<file path="src/rtl/alu_exec_if.sv">
// Operation, register-file and status bundle between the op issuer/register file (master)
// and the alu_exec execute/writeback stage (slave).
interface alu_exec_if #(
  parameter int DW = 16,
  parameter int AW = 2
) ();
  logic          op_valid;
  logic          op_ready;
  logic [2:0]    opcode;
  logic [AW-1:0] src1;
  logic [AW-1:0] src2;
  logic [AW-1:0] dst;
  logic [AW-1:0] r_add1;
  logic [AW-1:0] r_add2;
  logic [DW-1:0] r_data1;
  logic [DW-1:0] r_data2;
  logic [AW-1:0] w_add;
  logic          w_flag;
  logic [DW-1:0] w_data;
  logic          done;
  logic          err;
  logic          flag_z;
  logic          flag_c;

  modport master (
    output op_valid, opcode, src1, src2, dst, r_data1, r_data2,
    input  op_ready, r_add1, r_add2, w_add, w_flag, w_data, done, err, flag_z, flag_c
  );

  modport slave (
    input  op_valid, opcode, src1, src2, dst, r_data1, r_data2,
    output op_ready, r_add1, r_add2, w_add, w_flag, w_data, done, err, flag_z, flag_c
  );
endinterface

</file>
<file path="src/rtl/alu_exec.sv">
// Serial execute/writeback stage for a 4 x 16-bit register file: IDLE->READ->EXEC->(MULT)->WB.
// Define ALU_MUL_EN to build the shift-add multiplier; otherwise opcode 111 reports err.
module alu_exec #(
  parameter int DW = 16,
  parameter int AW = 2
) (
  input  logic      clk,
  input  logic      reset_n,
  alu_exec_if.slave bus
);

  localparam logic [2:0] S_IDLE = 3'd0;
  localparam logic [2:0] S_READ = 3'd1;
  localparam logic [2:0] S_EXEC = 3'd2;
`ifdef ALU_MUL_EN
  localparam logic [2:0] S_MULT = 3'd3;
`endif
  localparam logic [2:0] S_WB   = 3'd4;

  localparam logic [2:0] OP_ADD = 3'd0;
  localparam logic [2:0] OP_SUB = 3'd1;
  localparam logic [2:0] OP_AND = 3'd2;
  localparam logic [2:0] OP_OR  = 3'd3;
  localparam logic [2:0] OP_XOR = 3'd4;
  localparam logic [2:0] OP_SHL = 3'd5;
  localparam logic [2:0] OP_SHR = 3'd6;
  localparam logic [2:0] OP_MUL = 3'd7;

  logic [2:0]    state_q, state_d;
  logic [2:0]    opc_q, opc_d;
  logic [AW-1:0] src1_q, src1_d;
  logic [AW-1:0] src2_q, src2_d;
  logic [AW-1:0] dst_q, dst_d;
  logic [DW-1:0] a_q, a_d;
  logic [DW-1:0] b_q, b_d;
  logic [DW-1:0] r_q, r_d;
  logic [AW-1:0] w_add_q, w_add_d;
  logic          flag_z_q, flag_z_d;
  logic          flag_c_q, flag_c_d;
`ifdef ALU_MUL_EN
  logic [DW-1:0] acc_q, acc_d;
  logic [3:0]    cnt_q, cnt_d;
`endif

  logic [DW:0]   sum;
  logic [DW:0]   diff;
  logic [DW-1:0] alu_res;
  logic          alu_c;
  logic          wb_load;
  logic [DW-1:0] wb_res;
  logic          wb_c;

  // Single-cycle ops; carry is only recomputed for ADD/SUB, otherwise it passes through.
  always_comb begin
    sum     = {1'b0, a_q} + {1'b0, b_q};
    diff    = {1'b0, a_q} - {1'b0, b_q};
    alu_res = '0;
    alu_c   = flag_c_q;
    case (opc_q)
      OP_ADD: begin
        alu_res = sum[DW-1:0];
        alu_c   = sum[DW];
      end
      OP_SUB: begin
        alu_res = diff[DW-1:0];
        alu_c   = diff[DW];
      end
      OP_AND:  alu_res = a_q & b_q;
      OP_OR:   alu_res = a_q | b_q;
      OP_XOR:  alu_res = a_q ^ b_q;
      OP_SHL:  alu_res = a_q << b_q[3:0];
      OP_SHR:  alu_res = a_q >> b_q[3:0];
      default: alu_res = '0;
    endcase
  end

  always_comb begin
    state_d  = state_q;
    opc_d    = opc_q;
    src1_d   = src1_q;
    src2_d   = src2_q;
    dst_d    = dst_q;
    a_d      = a_q;
    b_d      = b_q;
    r_d      = r_q;
    w_add_d  = w_add_q;
    flag_z_d = flag_z_q;
    flag_c_d = flag_c_q;
    wb_load  = 1'b0;
    wb_res   = alu_res;
    wb_c     = alu_c;
`ifdef ALU_MUL_EN
    acc_d    = acc_q;
    cnt_d    = cnt_q;
`endif
    case (state_q)
      S_IDLE: begin
        if (bus.op_valid) begin
          opc_d   = bus.opcode;
          src1_d  = bus.src1;
          src2_d  = bus.src2;
          dst_d   = bus.dst;
          state_d = S_READ;
        end
      end
      S_READ: begin
        a_d     = bus.r_data1;
        b_d     = bus.r_data2;
        state_d = S_EXEC;
      end
      S_EXEC: begin
        if (opc_q == OP_MUL) begin
`ifdef ALU_MUL_EN
          acc_d   = '0;
          cnt_d   = 4'd15;
          state_d = S_MULT;
`else
          state_d = S_IDLE;
`endif
        end else begin
          wb_load = 1'b1;
          state_d = S_WB;
        end
      end
`ifdef ALU_MUL_EN
      // One multiplier bit per cycle; the cnt==0 iteration is the 16th and hands acc to WB.
      S_MULT: begin
        acc_d = acc_q + (b_q[0] ? a_q : '0);
        a_d   = a_q << 1;
        b_d   = b_q >> 1;
        cnt_d = cnt_q - 4'd1;
        if (cnt_q == 4'd0) begin
          wb_load = 1'b1;
          wb_res  = acc_d;
          wb_c    = flag_c_q;
          state_d = S_WB;
        end
      end
`endif
      S_WB:    state_d = S_IDLE;
      default: state_d = S_IDLE;
    endcase

    if (wb_load) begin
      r_d      = wb_res;
      w_add_d  = dst_q;
      flag_z_d = (wb_res == '0);
      flag_c_d = wb_c;
    end
  end

  always_ff @(posedge clk or negedge reset_n) begin
    if (!reset_n) begin
      state_q  <= S_IDLE;
      opc_q    <= '0;
      src1_q   <= '0;
      src2_q   <= '0;
      dst_q    <= '0;
      a_q      <= '0;
      b_q      <= '0;
      r_q      <= '0;
      w_add_q  <= '0;
      flag_z_q <= 1'b0;
      flag_c_q <= 1'b0;
`ifdef ALU_MUL_EN
      acc_q    <= '0;
      cnt_q    <= '0;
`endif
    end else begin
      state_q  <= state_d;
      opc_q    <= opc_d;
      src1_q   <= src1_d;
      src2_q   <= src2_d;
      dst_q    <= dst_d;
      a_q      <= a_d;
      b_q      <= b_d;
      r_q      <= r_d;
      w_add_q  <= w_add_d;
      flag_z_q <= flag_z_d;
      flag_c_q <= flag_c_d;
`ifdef ALU_MUL_EN
      acc_q    <= acc_d;
      cnt_q    <= cnt_d;
`endif
    end
  end

  // w_add/w_data are registered at WB entry so they hold between writes; w_flag qualifies them.
  assign bus.op_ready = (state_q == S_IDLE);
  assign bus.r_add1   = src1_q;
  assign bus.r_add2   = src2_q;
  assign bus.w_add    = w_add_q;
  assign bus.w_data   = r_q;
  assign bus.w_flag   = (state_q == S_WB);
  assign bus.flag_z   = flag_z_q;
  assign bus.flag_c   = flag_c_q;
`ifdef ALU_MUL_EN
  assign bus.err      = 1'b0;
`else
  assign bus.err      = (state_q == S_EXEC) && (opc_q == OP_MUL);
`endif
  assign bus.done     = bus.w_flag | bus.err;

endmodule

</file>
<file path="src/flat_wrapper.sv">
// flat-port wrapper written by rule: the top's interface ports become plain ports
module alu_exec_flat 
#(
  parameter int DW = 16,
  parameter int AW = 2
)
  (clk, reset_n, bus_op_valid, bus_opcode, bus_src1, bus_src2, bus_dst, bus_r_data1, bus_r_data2, bus_op_ready, bus_r_add1, bus_r_add2, bus_w_add, bus_w_flag, bus_w_data, bus_done, bus_err, bus_flag_z, bus_flag_c);
  alu_exec_if #(.DW(DW), .AW(AW)) bus_i ();
  input  logic clk;
  input  logic reset_n;
  input wire logic [$bits(bus_i.op_valid)-1:0] bus_op_valid;
  input wire logic [$bits(bus_i.opcode)-1:0] bus_opcode;
  input wire logic [$bits(bus_i.src1)-1:0] bus_src1;
  input wire logic [$bits(bus_i.src2)-1:0] bus_src2;
  input wire logic [$bits(bus_i.dst)-1:0] bus_dst;
  input wire logic [$bits(bus_i.r_data1)-1:0] bus_r_data1;
  input wire logic [$bits(bus_i.r_data2)-1:0] bus_r_data2;
  output wire logic [$bits(bus_i.op_ready)-1:0] bus_op_ready;
  output wire logic [$bits(bus_i.r_add1)-1:0] bus_r_add1;
  output wire logic [$bits(bus_i.r_add2)-1:0] bus_r_add2;
  output wire logic [$bits(bus_i.w_add)-1:0] bus_w_add;
  output wire logic [$bits(bus_i.w_flag)-1:0] bus_w_flag;
  output wire logic [$bits(bus_i.w_data)-1:0] bus_w_data;
  output wire logic [$bits(bus_i.done)-1:0] bus_done;
  output wire logic [$bits(bus_i.err)-1:0] bus_err;
  output wire logic [$bits(bus_i.flag_z)-1:0] bus_flag_z;
  output wire logic [$bits(bus_i.flag_c)-1:0] bus_flag_c;
  assign bus_i.op_valid = bus_op_valid;
  assign bus_i.opcode = bus_opcode;
  assign bus_i.src1 = bus_src1;
  assign bus_i.src2 = bus_src2;
  assign bus_i.dst = bus_dst;
  assign bus_i.r_data1 = bus_r_data1;
  assign bus_i.r_data2 = bus_r_data2;
  assign bus_op_ready = bus_i.op_ready;
  assign bus_r_add1 = bus_i.r_add1;
  assign bus_r_add2 = bus_i.r_add2;
  assign bus_w_add = bus_i.w_add;
  assign bus_w_flag = bus_i.w_flag;
  assign bus_w_data = bus_i.w_data;
  assign bus_done = bus_i.done;
  assign bus_err = bus_i.err;
  assign bus_flag_z = bus_i.flag_z;
  assign bus_flag_c = bus_i.flag_c;
  alu_exec #(.DW(DW), .AW(AW)) u_core (.clk(clk), .reset_n(reset_n), .bus(bus_i));
endmodule
</file>
<file path="config.mk">
export PLATFORM = sky130hd
export DESIGN_NAME = alu_exec_flat
export DESIGN_NICKNAME = d
export VERILOG_FILES = /design/src/rtl/alu_exec_if.sv /design/src/rtl/alu_exec.sv /design/src/flat_wrapper.sv
export SDC_FILE = /design/constraint.sdc
export NUM_CORES = 1
export LEC_CHECK = 0
export ABC_AREA = 1
export CAP_MARGIN = 20
export CELL_PAD_IN_SITES_DETAIL_PLACEMENT = 0
export CELL_PAD_IN_SITES_GLOBAL_PLACEMENT = 1
export CORE_MARGIN = 8
export CORE_UTILIZATION = 43
export DETAILED_ROUTE_END_ITERATION = 6
export PLACE_DENSITY_LB_ADDON = 0.12
export SLEW_MARGIN = 40
export SYNTH_ARGS = -nofsm -noshare
export SYNTH_HDL_FRONTEND = slang
export SYNTH_SLANG_ARGS = --single-unit
</file>
<file path="constraint.sdc">
create_clock -name clk -period 6.2 [get_ports clk]
set_clock_uncertainty 0.2 [all_clocks]
set_input_delay 1.24 -clock clk [delete_from_list [all_inputs] [get_ports clk]]
set_output_delay 1.24 -clock clk [all_outputs]
set_load 0.02 [all_outputs]
</file>
==> flow_metrics.tcl <==
set metrics [dict create \
    status "finished, final reports clean" \
    tritoncts.num_buffers 9 \
    max_freq_mhz 274 \
    dp_hpwl_um 19700 \
    row_count 44 \
    hold_viol 0 \
    gr-max-usage-layer "met2" \
    die_w_um 138 \
    drc_errors 0 \
    synth_cell_type_count 33 \
    dieArea_um2 19100 \
    coreArea_um2 14600 \
    antenna_found_initial 1 \
    syn_nets 1172 \
    gr-usage-met2 0.411 \
    path_class "register to register" \
    synth.top_cell.area_share 0.249 \
    gp_congestion 0.952 \
    drt-pass1-iter-count 5 \
    cp_slowest_cell "ha_1" \
    synthCells 1073 \
    ys.flop_type "dfrtp_1" \
    overflow 0 \
    port_buffers 71 \
    ant_nets 0 \
    cp_num_buf_inv 4 \
    vias 7135 \
    worstSetupPathDepth 17 \
    cp_top_family "simple AND/OR/NAND/NOR gates" \
    rr_endpoint "u_core.bus.flag_z$_DFFE_PN0P_" \
    min_period_ns 3.65 \
    start_kind "register" \
    die_y_um 138 \
    worstPathArrival_ns 3.75 \
    grt_usage 0.259 \
    cpPeakStageDelay_ns 0.47 \
    critPathMaxFanout 28 \
    wirelength_um 25000 \
    required_ns 6.30 \
    ios 72 \
    insertedDiodeCount 0 \
    slew_viol_final 0 \
    tightest_slew_ns 0.828 \
    crit_path_end_kind "register" \
    tns_ns 0 \
    vias_per_cell 5.46 \
    cts_sinks 64 \
    avgSynthCellArea_um2 5.99 \
    period_share 0.588 \
    netlist_area_um2 6430 \
    holdBufCountCts 0 \
    synthTopCellsByArea "dfrtp_1 (25%), nand2_1 (20%), nand3_1 (14%)" \
    min_path_type "register to register" \
    grt_max_degree 65 \
    startpoint "u_core.b_q[2]$_DFFE_PN0P_" \
    crit_end "u_core.bus.flag_z$_DFFE_PN0P_" \
    synth-edff-count 0 \
    drive_gt1_frac 0.0356 \
    post-cts-setup-buffer-count 0 \
    synth_seq_area_share 0.249 \
    yosys-top-cells-count "nand2_1 (346), nand3_1 (177), inv_1 (115), nor2_1 (112)" \
    grt_pass1_vias 6959 \
    grtUsageMet3 0.0568 \
    rr_worst_depth 17 \
    syn_to_final_growth_pct 16.9 \
    holdWs_ns 0.278 \
    fillers 1636 \
    yosysWarnings 0 \
    avgRoutedWirePerCell_um 19.1 \
    r2r_start "u_core.b_q[2]$_DFFE_PN0P_" \
    use_met1 0.332 \
    synth_top_cell_by_area "dfrtp_1" \
    ys_ff_latch 64 \
    slew_headroom 0.446 \
    root_buffer "clkbuf_16" \
    htreeDepth 3 \
    setup_viol 0 \
    worst-r2r-setup-slack_ns 2.55 \
    ctsResizeCount 0 \
    drv_cap 0 \
    worstPathCellList "buf_4, clkinv_1, buf_4, ha_1, inv_1, nand2_1, nand2_1, nand2_1, nand3_1, nand2_1, nand3_1, nand3_1, nor2_1, nand3_1, nor2_1, nand3_1, nand2_1" \
    yosysMostFrequentCell "nand2_1" \
    ys_async_sr_fraction 1.00 \
    path_clk_slew_ns 0.06 \
    clockBufferDepth 2 \
    drt_iter0_drc 726 \
    rsz0062_at_grt "no" \
    clk-insertion-delay-late_ns 0.36 \
    nets 1217 \
    initial_core_util 0.441 \
    grt_pass1_wl_um 39300 \
    cts_tree "yes" \
]
## cell usage in the layout, fill, tap and decap left out, types with 2 or more instances in the layout
master	count
inv_1	115
o21bai_1	3
clkbuf_16	9
nand3_1	177
dfrtp_1	64
nand3b_1	2
inv_6	2
nor3_1	9
nand2_2	3
a21oi_1	41
fa_1	2
clkinvlp_4	2
nor2_1	111
nand2_1	346
o21ai_0	64
ha_1	53
buf_4	5
inv_2	3
clkinv_4	2
or2_2	7
clkdlybuf4s50_1	70
o21a_1	2
o22ai_1	6
nand4_1	12
## routing by layer
| layer | vias to the layer above | wire (um) |
|---|---|---|
| met4 | 0 | 919 |
| met5 | - | 0 |
| met1 | 3259 | 11100 |
| li1 | 3536 | - |
| met3 | 56 | 1690 |
| met2 | 284 | 11300 |
## logic make-up (layout without fill, tap and decap cells)
| kind of cell | Yosys count | in the layout | synth area share |
|---|---|---|---|
| AND/OR/NAND/NOR | 672 | 672 | 0.441 |
| buffers and inverters | 162 | 212 | 0.103 |
| AO/OA/AOI/OAI | 119 | 119 | 0.0963 |
| flip-flops | 64 | 64 | 0.249 |
| adder cells (fa/ha/maj) | 55 | 55 | 0.109 |
| XOR/XNOR | 1 | 1 | 0.00136 |
## flip-flops by register name, summed over array words and instances, names as in the netlist
register,count
u_core.opc_q,3
u_core.bus.w_data,16
u_core.bus.w_add,2
u_core.bus.flag_z,1
u_core.state_q,3
u_core.bus.flag_c,1
u_core.dst_q,2
u_core.bus.r_add2,2
u_core.b_q,16
u_core.a_q,16
u_core.bus.r_add1,2
## how the worst min path moves through the flow
stage	from	end	slack [ns]	cells after the start
3_3_place_gp	u_core.bus.r_add1[1]$_DFFE_PN0P_	u_core.bus.r_add1[1]$_DFFE_PN0P_	0.26	2
6_report	u_core.bus.w_data[15]$_DFFE_PN0P_	u_core.bus.w_data[15]$_DFFE_PN0P_	0.28	2
3_5_place_dp	u_core.bus.r_add1[1]$_DFFE_PN0P_	u_core.bus.r_add1[1]$_DFFE_PN0P_	0.26	2
4_1_cts	u_core.bus.r_add1[1]$_DFFE_PN0P_	u_core.bus.r_add1[1]$_DFFE_PN0P_	0.28	2
5_1_grt	u_core.bus.r_add1[1]$_DFFE_PN0P_	u_core.bus.r_add1[1]$_DFFE_PN0P_	0.30	2
2_1_floorplan	u_core.dst_q[0]$_DFFE_PN0P_	u_core.dst_q[0]$_DFFE_PN0P_	0.30	2
## per-stage QoR
step / worst slack [ns] / std cells / utilization / instance area [um2]
floorplan: 3.59 / 1073 / - / 6430
global placement: 2.63 / 1291 / 0.494 / 7200
detailed placement: 2.64 / 1291 / 0.494 / 7210
CTS: 2.62 / 1307 / 0.515 / 7510
global route: 2.23 / 1307 / 0.515 / 7510
finish: 2.55 / 1307 / 0.515 / 7510
## area by class of cell
cell class / count / area (um2) / area share
multi-input combinational: 847 / 4170 / 0.556
sequential: 64 / 1600 / 0.213
timing repair buffer: 77 / 754 / 0.100
inverter: 119 / 447 / 0.0595
tap: 184 / 230 / 0.0306
clock buffer: 9 / 225 / 0.0300
clock inverter: 7 / 80.1 / 0.0107
## worst register-to-register path: stages, from the launching register on
cell,delay [ns]
dfrtp_1,0.32
buf_4,0.29
clkinv_1,0.39
buf_4,0.35
ha_1,0.48
inv_1,0.21
nand2_1,0.07
nand2_1,0.06
nand2_1,0.06
nand3_1,0.17
nand2_1,0.07
nand3_1,0.08
nand3_1,0.08
nor2_1,0.33
nand3_1,0.12
nor2_1,0.16
nand3_1,0.09
nand2_1,0.06
Power is not shown: default switching activity piles up to over one toggle a cycle in this logic, so the estimate is an artifact.
==> variant, RTL diff (config.mk and constraints unchanged) <==
`a_q` no longer has a reset.
--- a/src/rtl/alu_exec.sv
+++ b/src/rtl/alu_exec.sv
@@ -156,7 +156,6 @@
       src1_q   <= '0;
       src2_q   <= '0;
       dst_q    <= '0;
-      a_q      <= '0;
       b_q      <= '0;
       r_q      <= '0;
       w_add_q  <= '0;
@@ -172,7 +171,6 @@
       src1_q   <= src1_d;
       src2_q   <= src2_d;
       dst_q    <= dst_d;
-      a_q      <= a_d;
       b_q      <= b_d;
       r_q      <= r_d;
       w_add_q  <= w_add_d;
@@ -183,6 +181,10 @@
       cnt_q    <= cnt_d;
 `endif
     end
+  end
+
+  always_ff @(posedge clk) begin
+    a_q <= a_d;
   end
 
   // w_add/w_data are registered at WB entry so they hold between writes; w_flag qualifies them.
Behaviour: no difference found for any inputs over 10 cycles, from zero or initial values and one cycle with reset_n low; that may be too few to reach the edited logic, so the function may still have changed.
==> variant against the original RTL <==
  * Design area fell by 1.5%
  * Critical endpoint unchanged
  * Hold slack worse by 3.7 ps
  * Count of clock-buffer cells in the layout up 1
  * Sequential cell count unchanged
  * Area after synthesis is 1.5% lower
  * Setup slack improved by 250 ps
  * Wire length is 13% lower
  * Highest routed layer unchanged
==> variant: results (changes against the original RTL) <==
INFO  metric drive_above_1_share = 4.958% (+1.4 points)
INFO  metric antenna_found_initial = 0 (-1)
INFO  metric ys_seq_area_share = 26.56% (+1.6 points)
INFO  metric hold_path.startpoint = u_core.bus.w_add[0]
INFO  metric critical_path_arrival = 3490 ps (-260 ps)
INFO  metric grt_max_degree = 49 (-25%)
INFO  metric worstRegToRegCells = 16 (-1)
INFO  metric async_flop_share = 75.00% (-25 points)
INFO  metric yosys.area_share.xor_xnor = 0% (-0.14 points)
INFO  metric min_delay_worst_endpoint = u_core.bus.w_add[0]
INFO  metric yosys-top-cells-area = sky130_fd_sc_hd__nand2_1 (20%), sky130_fd_sc_hd__dfrtp_1 (19%), sky130_fd_sc_hd__nand3_1 (14%)
INFO  metric synth_cell_type_count = 35 (+6.1%)
INFO  metric pre_cts_slack = 2819 ps (+180.5 ps)
INFO  metric crit_fanout = 38 (+36%)
INFO  metric max_slew.worst_pin.slew = 830.5 ps (+2.040 ps)
INFO  metric grt_pass1_vias = 6,433 (-7.6%)
INFO  metric outcome = completed
INFO  metric gpl.final_weighted_congestion = 0.9358 (-1.7%)
INFO  metric fin_hold_ws = 274.8 ps (-3.669 ps)
INFO  metric synth-edff-count = 16 (+16)
INFO  metric starting_drt_drc_count = 612 (-16%)
INFO  metric grtUsageTotal = 23.73% (-2.1 points)
INFO  metric dpl_cell_area = 0.007077 mm² (-1.8%)
INFO  metric net_count_after_synthesis = 1,116 (-4.8%)
INFO  metric netlist_top_cells_count = sky130_fd_sc_hd__nand2_1 (330), sky130_fd_sc_hd__nand3_1 (172), sky130_fd_sc_hd__inv_1 (97), sky130_fd_sc_hd__nor2_1 (97), sky130_fd_sc_hd__ha_1 (53)
INFO  metric average_wire_per_standard_cell = 17.36 µm (-9.2%)
INFO  metric first_pass_grt_wire_length = 34,350 µm (-13%)
INFO  metric synthAdderAreaFrac = 11.10% (+0.17 points)
variant: worst max-delay path, cell delays in order, from the launching register on:
cell                      delay, ps
sky130_fd_sc_hd__dfrtp_1        360
sky130_fd_sc_hd__buf_4          230
sky130_fd_sc_hd__inv_2          520
sky130_fd_sc_hd__ha_1           460
sky130_fd_sc_hd__inv_1          170
sky130_fd_sc_hd__nand2_1        100
sky130_fd_sc_hd__nand2_1        130
sky130_fd_sc_hd__nand3_1        130
sky130_fd_sc_hd__nand2_1        140
sky130_fd_sc_hd__nand2_1         60
sky130_fd_sc_hd__nand3_1        120
sky130_fd_sc_hd__nand2_1         70
sky130_fd_sc_hd__nor2_1         240
sky130_fd_sc_hd__nand4_1        140
sky130_fd_sc_hd__nor2_1         120
sky130_fd_sc_hd__nand3_1         70
sky130_fd_sc_hd__nand2_1         50
variant: kinds of logic (layout without fill, tap and decap cells):
family,count (synthesis),in the layout
AO/OA/AOI/OAI,106,106
adder cells (fa/ha/maj),55,55
buffers and inverters,151,203
flip-flops,64,64
AND/OR/NAND/NOR,641,641
variant: through the flow:
| stage | utilization [%] | cells |
|---|---|---|
| 2_1_floorplan | - | 1017 |
| 3_3_place_gp | 48.87 | 1237 |
| 3_5_place_dp | 48.88 | 1237 |
| 4_1_cts | 51.09 | 1253 |
| 5_1_grt | 51.09 | 1253 |
| 6_report | 51.09 | 1253 |
variant: power by group through the flow:
| stage | clock network [mW] | registers (mW) | logic (mW) |
|---|---|---|---|
| after CTS | 0.568 | 0.830 | 3.15 |
| after detailed placement | 0 | 0.838 | 3.14 |
| after global placement | 0 | 0.831 | 3.15 |
| final | 0.556 | 0.834 | 3.19 |
| after floorplan | 0 | 0.815 | 2.21 |
| after global routing | 0.585 | 0.864 | 3.55 |
variant: worst max path at each step:
stage	start	endpoint	slack, ps
5_1_grt	u_core.b_q[2]	u_core.bus.flag_z	2570
6_report	u_core.b_q[2]	u_core.bus.flag_z	2800
4_1_cts	u_core.b_q[2]	u_core.bus.flag_z	2800
3_5_place_dp	u_core.b_q[2]	u_core.bus.flag_z	2820
3_3_place_gp	u_core.b_q[1]	u_core.bus.flag_z	2530
2_1_floorplan	u_core.b_q[2]	u_core.bus.flag_z	3540
variant: final cells by class:
| cell class | instances | area (µm²) |
|---|---|---|
| repair buffers | 76 | 743.2 |
| flip-flops and latches | 64 | 1683 |
| well taps | 184 | 230.2 |
| fillers | 1554 | 7082 |
| clock buffers | 10 | 250.2 |
| inverters | 111 | 419.2 |
| multi-input cells | 802 | 4001 |
| clock inverters | 6 | 70.07 |
variant: per-layer routing:
metal  vias up  share of wire (%)  wire length [µm]  global-route usage (%)
met5         -                  0                 0                       0
met4         0                2.5               545                   9.234
met3        31                5.8              1266                   3.355
met2       227                 44              9635                   36.27
met1      3082                 47             10310                   33.05
li1       3390                  -                 -                       -
